## config.mk

```make
export PLATFORM = sky130hd
export DESIGN_NAME = reg_scoreboard
export DESIGN_NICKNAME = d
export VERILOG_FILES = /design/src/rtl/reg_scoreboard.sv
export SDC_FILE = /design/constraint.sdc
export NUM_CORES = 1
export LEC_CHECK = 0
export ABC_AREA = 1
export CORE_ASPECT_RATIO = 0.9
export CORE_MARGIN = 2
export CORE_UTILIZATION = 33
export CTS_CLUSTER_SIZE = 40
export DETAILED_ROUTE_END_ITERATION = 6
export PLACE_DENSITY = 0.54
export SLEW_MARGIN = 15
export SYNTH_ARGS = -nofsm -noshare
export SYNTH_HDL_FRONTEND = slang
export SYNTH_SLANG_ARGS = --single-unit
```

## constraint.sdc

```tcl
create_clock -name Clk -period 5.6 [get_ports Clk]
set_clock_uncertainty 0.1 [all_clocks]
set_input_delay 1.12 -clock Clk [delete_from_list [all_inputs] [get_ports Clk]]
set_output_delay 1.12 -clock Clk [all_outputs]
set_load 0.02 [all_outputs]
```

## src/rtl/reg_scoreboard.sv

```systemverilog
// ID-stage register scoreboard: per-register writeback countdowns drive the RAW stall,
// a drain barrier for buffer-wait instructions, and a saturating stall-cycle counter.
module reg_scoreboard #(
  parameter int REG_COUNT = 32,
  parameter int ADDR_W    = 5,
  parameter int LAT_W     = 3,
  parameter int CNT_W     = 16
) (
  input  logic                 Clk,
  input  logic                 Rst,
  input  logic                 id_valid,
  input  logic                 id_kill,
  input  logic [ADDR_W-1:0]    id_rs,
  input  logic [ADDR_W-1:0]    id_rt,
  input  logic                 id_use_rs,
  input  logic                 id_use_rt,
  input  logic                 id_regwrite,
  input  logic [ADDR_W-1:0]    id_rd,
  input  logic [LAT_W-1:0]     id_latency,
  input  logic                 id_barrier,
  input  logic                 barrier_ready,
  output logic                 id_stall,
  output logic [REG_COUNT-1:0] pending_mask,
  output logic                 busy_any,
  output logic [CNT_W-1:0]     stall_count
);

  logic [LAT_W-1:0] count_p1 [REG_COUNT];
  logic             raw_rs;
  logic             raw_rt;
  logic             bar;
  logic             issue;

  function automatic logic [LAT_W-1:0] dec_sat(input logic [LAT_W-1:0] c);
    return (c == '0) ? '0 : c - 1'b1;
  endfunction

  function automatic logic [LAT_W-1:0] lat_max(input logic [LAT_W-1:0] a,
                                               input logic [LAT_W-1:0] b);
    return (a > b) ? a : b;
  endfunction

  function automatic logic [CNT_W-1:0] sat_inc(input logic [CNT_W-1:0] v);
    return (&v) ? v : v + 1'b1;
  endfunction

  // Register 0 is never tracked; indices >= REG_COUNT never match any entry.
  always_comb begin
    pending_mask = '0;
    raw_rs       = 1'b0;
    raw_rt       = 1'b0;
    for (int r = 1; r < REG_COUNT; r++) begin
      pending_mask[r] = |count_p1[r];
      if (id_rs == ADDR_W'(r) && pending_mask[r]) raw_rs = 1'b1;
      if (id_rt == ADDR_W'(r) && pending_mask[r]) raw_rt = 1'b1;
    end
    busy_any = |pending_mask;
    bar      = id_barrier & (busy_any | ~barrier_ready);
    id_stall = id_valid & ~id_kill & ((id_use_rs & raw_rs) | (id_use_rt & raw_rt) | bar);
    issue    = id_valid & ~id_kill & ~id_stall;
  end

  // Stage p1: countdown update; max() keeps a longer older write alive on WAW.
  always_ff @(posedge Clk) begin
    if (Rst) begin
      for (int r = 0; r < REG_COUNT; r++) count_p1[r] <= '0;
      stall_count <= '0;
    end else begin
      for (int r = 0; r < REG_COUNT; r++) begin
        if (issue && id_regwrite && (r != 0) && (id_rd == ADDR_W'(r)) && (id_latency != '0))
          count_p1[r] <= lat_max(dec_sat(count_p1[r]), id_latency);
        else
          count_p1[r] <= dec_sat(count_p1[r]);
      end
      if (id_stall) stall_count <= sat_inc(stall_count);
    end
  end

endmodule

```

After elaboration in Yosys (flattened, before gate mapping)
Memories as Yosys holds them, arrays and structs flattened. Cells that the tools add are included. Widths: inputs -> output; s select.

Add/sub/neg operators: 33. $lt $le $gt $ge: 31. Equality and inequality tests: 93. Muxes and demuxes: 377. Bitwise logic cells: 76. Reduce and logical (&&, ||, !) cells: 192.

Operators with widths (count): $mux 3 (126); $mux 1 (251); $eq 5x5->1 const B (48); $logic_and 1x1->1 (125); $eq 5x4->1 const B (24); $logic_not 3->1 (32); $sub 3x1->3 const B (32); $gt 3x3->1 (31); $reduce_or 3->1 (31); $reduce_or 93->1 (1); $or 1x1->1 (66); $eq 5x3->1 const B (12); $eq 5x2->1 const B (6); $add 16x1->16 const B (1); $reduce_and 16->1 (1); $eq 5x1->1 const B (3); $and 1x1->1 (6); $not 1->1 (4); $reduce_bool 3->1 (1); $reduce_and 2->1 (1).

Register bits: 16. Bits in writable memories: 96. Input bits: 27. Output and inout bits: 50. Memories kept: 1.

Memories: count_p1 (depth 32, width 3, read ports 32, clocked after memory_dff 0, wr ports 32, line 28) `logic [LAT_W-1:0] count_p1 [REG_COUNT];`.

Depth between registers and ports, before layout
Gate-level depths: netlist of the first run. An unclocked memory read counts as a cell.

Depth in word-level cells: 48. Gate-level depth with buffers: 17.

Worst setup path after synthesis of the first run
No wires, ideal clock.

Path type: input to register. From: input port id_latency[2]. To: memory count_p1[5][1], in the netlist count_p1[0][16] (data pin). Library setup time: 0.253 ns. Arrival: 3.670 ns. Setup slack: 1.576 ns. Stages on the path: 10. Path buffers: 2. Path through: clkbuf_1 -> inv_2 -> clkbuf_1 -> ha_1 -> a21oi_1 -> o21ai_0 -> a211oi_1 -> nand3_2 -> nor2_1 -> nor2_1.

RTL lines: start, declared (line 19) `input logic [LAT_W-1:0] id_latency,`; end, declared (line 28).

Final worst setup path of the first run
From: input port id_rt[1]. To: output port id_stall.

Word-level cells in the longest chain between the ends: 37.

Ends and longest elaborated chain: start, declared (line 14) `input logic [ADDR_W-1:0] id_rt,`; $eq 5x1->1 (line 55) `if (id_rt == ADDR_W'(r) && pending_mask[r]) raw_rt = 1'b1;`; $logic_and 1x1->1 (line 55); $mux 1 (30 in a row) (line 55); $mux 1 (*) (line 55); $and 1x1->1 (*) (line 59) `id_stall = id_valid & ~id_kill & ((id_use_rs & raw_rs) | (id_use_rt & raw_rt) | bar);`; $or 1x1->1 (*) (2 in a row) (line 59); $and 1x1->1 (*) (line 59); end, declared (line 22) `output logic id_stall,`.

Mark *: on every way between the ends. The rest lies on a longest branch, timed or not.

==> results.py, run 1 <==
metrics = {
    "clock_tree": {
        "root_buffer": "clkbuf_16",
        "clock_sinks": 109,
        "clk_path_buf_depth": 2,
        "htree_levels": 3,
        "cts_buffers": 9,
        "cts_setup_buffers": 0,
        "ctsHoldBuffers": 0,
        "cts_tree": "built",
        "clkTransAtPathRegs_ps": 80,
        "cts.repair.resized": 0,
        "insertion_delay_ps": 390,
    },
    "layout": {
        "multi_input_area_mm2": 0.007625,
        "fin_area_mm2": 0.01338,
        "syn_to_final_growth_pct": 15.84,
        "nets": 2071,
        "n_antenna_cell": 0,
        "final_cells": 2385,
        "seq_area_mm2": 0.003113,
        "fillers": 3652,
        "drive_gt1_frac": 0.04472,
    },
    "timing": {
        "final.setup.tns_ps": 0,
        "max_freq_mhz": 210.0,
        "tightest_slew_ps": 910.6,
        "hold_violations": 0,
        "final_max_slew_viol_count": 0,
        "rsz0062_at_grt": "false",
        "finalWorstSetupSlack_ps": 839.0,
        "fin_crit_sh": 0.8502,
        "setup_viol": 0,
        "fin_crit_ps": 4761,
        "max-slew-margin-rel": 0.3930,
    },
    "setup_path": {
        "critical_path.cell_chain": "clkdlybuf4s50_1, nor2_1, inv_2, nor2_1, nand3_1, nand2_1, nor2_1, nand2_1, nor2_1, a21boi_1, nor2_4, nor2_1, clkdlybuf4s50_1",
        "critPathMaxFanout": 6,
        "start_kind": "input port",
        "r2r_cells": 13,
        "required_ps": 4380,
        "crit_slowest_cell": "clkdlybuf4s50_1",
        "worst-setup-path-type": "input port to output pin",
        "crit_family": "buffers and inverters",
        "cpPeakStageDelay_ps": 610,
        "crit_cells": 13,
        "worstPathArrival_ps": 3540,
        "endpoint_kind": "output pin",
        "cpMostUsedCell": "nor2_1",
        "path_buf_inv": 3,
    },
    "logic_synthesis": {
        "yosysTopAreaCellShare": 0.2418,
        "synth_area_leaders": "edfxtp_1 24%, nand2_1 16%, ha_1 14%",
        "ys_seq_elements": 109,
        "syn_inst": 1776,
        "synthDistinctLibCells": 38,
        "synth_area_leader_cell": "edfxtp_1",
        "avgSynthCellArea_um2": 6.502,
        "ys_seq_area_frac": 0.2696,
        "synth_warnings": 0,
        "syn_area_mm2": 0.01155,
    },
    "place": {
        "io_buffers": 75,
        "place.gp.congestion": 0.8744,
        "dp_cells": 2369,
        "placed_area_mm2": 0.01311,
        "pre_cts_slack_ps": 863.9,
        "hpwl_um": 26910,
    },
    "floorplanning": {
        "row_count": 64,
        "die_area_mm2": 0.03651,
        "fp.dieH_um": 181.5,
        "die_w_um": 201.2,
        "initial_core_util": 0.3369,
        "coreArea_mm2": 0.03427,
        "ios": 77,
    },
    "job": {
        "max-cap-violations": 0,
    },
    "detailed_routing": {
        "vias_per_cell": 4.849,
        "dr.first_iter.drc_count": 775,
        "num_vias": 11564,
        "dr.pass1.iters": 7,
        "wirelength_um": 35850,
        "ant_nets": 0,
        "drc": 0,
        "wl_per_cell_um": 15.03,
    },
    "worst_hold_path": {
        "hold_path_class": "flop to flop",
        "hold_depth": 2,
    },
    "global_routing": {
        "grt_pass1_vias": 10948,
        "grt_use_total": 0.2004,
        "grt_overflow": 0,
        "grt_max_degree": 68,
        "grt_pass1_wl_um": 57770,
        "antenna_found_initial": 1,
    },
    "outcome": {
        "status": "complete, no violations",
    },
    "pwr": {
        "cellLeakagePower_nw": 6.403,
        "ir_worst_vdd_uv": 161.3,
        "power_density_mw_per_mm2": 184.7,
        "power_frac_seq": 0.395,
        "pwr-share-comb": 0.340,
        "fin_total_pwr_w": 0.002471,
        "switchingPower_w": 0.0009488,
        "p_sw_frac": 0.3839,
        "internal-power_w": 0.001522,
        "clkPwrFrac": 0.265,
    },
}
## placed cells by master (no fill, tap or decap), drive strengths merged, types with 16 or more instances in the layout
| master | count |
|---|---|
| nand2 | 496 |
| nor2 | 293 |
| inv | 242 |
| ha | 126 |
| o21ai | 112 |
| a21oi | 110 |
| nand3 | 95 |
| conb | 94 |
| edfxtp | 93 |
| nand4 | 84 |
| clkdlybuf4s50 | 74 |
| dfxtp | 16 |
| buf | 16 |
## sequential cells by signal (all words and copies together), names as in the netlist
register     flops
stall_count     16
count_p1        93
## cell usage after synthesis
library cell	count
inv_2	6
buf_1	6
nand2_1	494
nand3_2	10
nor3_1	11
buf_6	6
mux2_2	1
nor3_2	1
nand4_4	5
a21boi_1	1
nor2_4	2
buf_4	3
nand2_2	2
clkinv_1	1
inv_1	235
clkbuf_1	31
nand4_1	77
a211oi_1	8
nor4_1	4
o21ai_1	2
dfxtp_1	16
nand3_4	1
or2_2	8
xnor2_1	1
a32oi_1	1
a21boi_0	6
nor2_1	274
o21ai_0	110
a21oi_1	110
nor2_2	17
conb_1	2
ha_1	126
nand3b_1	2
buf_2	5
xor2_1	12
nand4_2	2
edfxtp_1	93
nand3_1	84
## kinds of logic (layout without fill, tap and decap cells)
group | count (synthesis) | count (layout) | synth area share
AO/OA/AOI/OAI | 238 | 238 | 0.1067
XOR/XNOR | 13 | 13 | 0.009860
adder cells (fa/ha/maj) | 126 | 126 | 0.1365
buffers and inverters | 293 | 348 | 0.1007
flip-flops | 109 | 109 | 0.2696
multiplexers | 1 | 1 | 0.0009751
other | 2 | 94 | 0.0006504
AND/OR/NAND/NOR | 994 | 994 | 0.3750
## layout make-up
type / count / share of cell area
Clock buffer: 11 / 0.01740
Clock inverter: 5 / 0.002619
Inverter: 242 / 0.06800
Multi-Input combinational cell: 1466 / 0.5700
Sequential cell: 109 / 0.2327
Tap cell: 462 / 0.04321
Timing Repair Buffer: 90 / 0.06604
## worst reg2reg max path: stages, from the launching register on
cell and delay, ps:
edfxtp_1 430, nor2_2 180, nand3_1 140, nor2_1 190, nand2_1 100, nor2_1 190
nand3_1 240, o21ai_1 220, nand2_1 110, nor2_4 220, buf_4 700, nand4_1 340
nand3_1 160, nand2_1 80
## metal layers
metal,GRT usage,up-vias,part of all wire
met1,0.2723,5272,0.49
met3,0.02602,31,0.044
li1,-,5994,-
met4,0.05529,0,0.017
met5,0,-,0
met2,0.3345,267,0.45
## power groups by stage
stage	combinational, W	clock [W]	sequential, W
2_1_floorplan	0.000593	0	0.000986
3_3_place_gp	0.000815	0	0.000993
3_5_place_dp	0.000834	0	0.000995
4_1_cts	0.000838	0.000683	0.000976
5_1_grt	0.000968	0.000700	0.000984
6_report	0.000841	0.000654	0.000976
## path summary, 6_finish.rpt
check | from | slack, ps | end
max reg2reg | count_p1[0][21]$_DFFE_PP_ | 1960 | count_p1[1][4]$_DFFE_PP_
max | id_rt[1] | 840 | id_stall
min reg2reg | stall_count[8]$_SDFFE_PP0P_ | 400 | stall_count[8]$_SDFFE_PP0P_
min | stall_count[8]$_SDFFE_PP0P_ | 400 | stall_count[8]$_SDFFE_PP0P_
## stage by stage
step	hold slack (ps)	utilization
floorplan	447.5	-
global placement	382.5	0.3825
detailed placement	390.5	0.3825
CTS	406.0	0.3903
global route	436.0	0.3903
finish	403.1	0.3903
(Power assumes the default switching activity.)
==> run 2: changes to the inputs <==
Settings changed: SKIP_LAST_GASP set to 1.
==> results of run 2 <==
Final layout, timing and power as in run 1 (identical DEF).
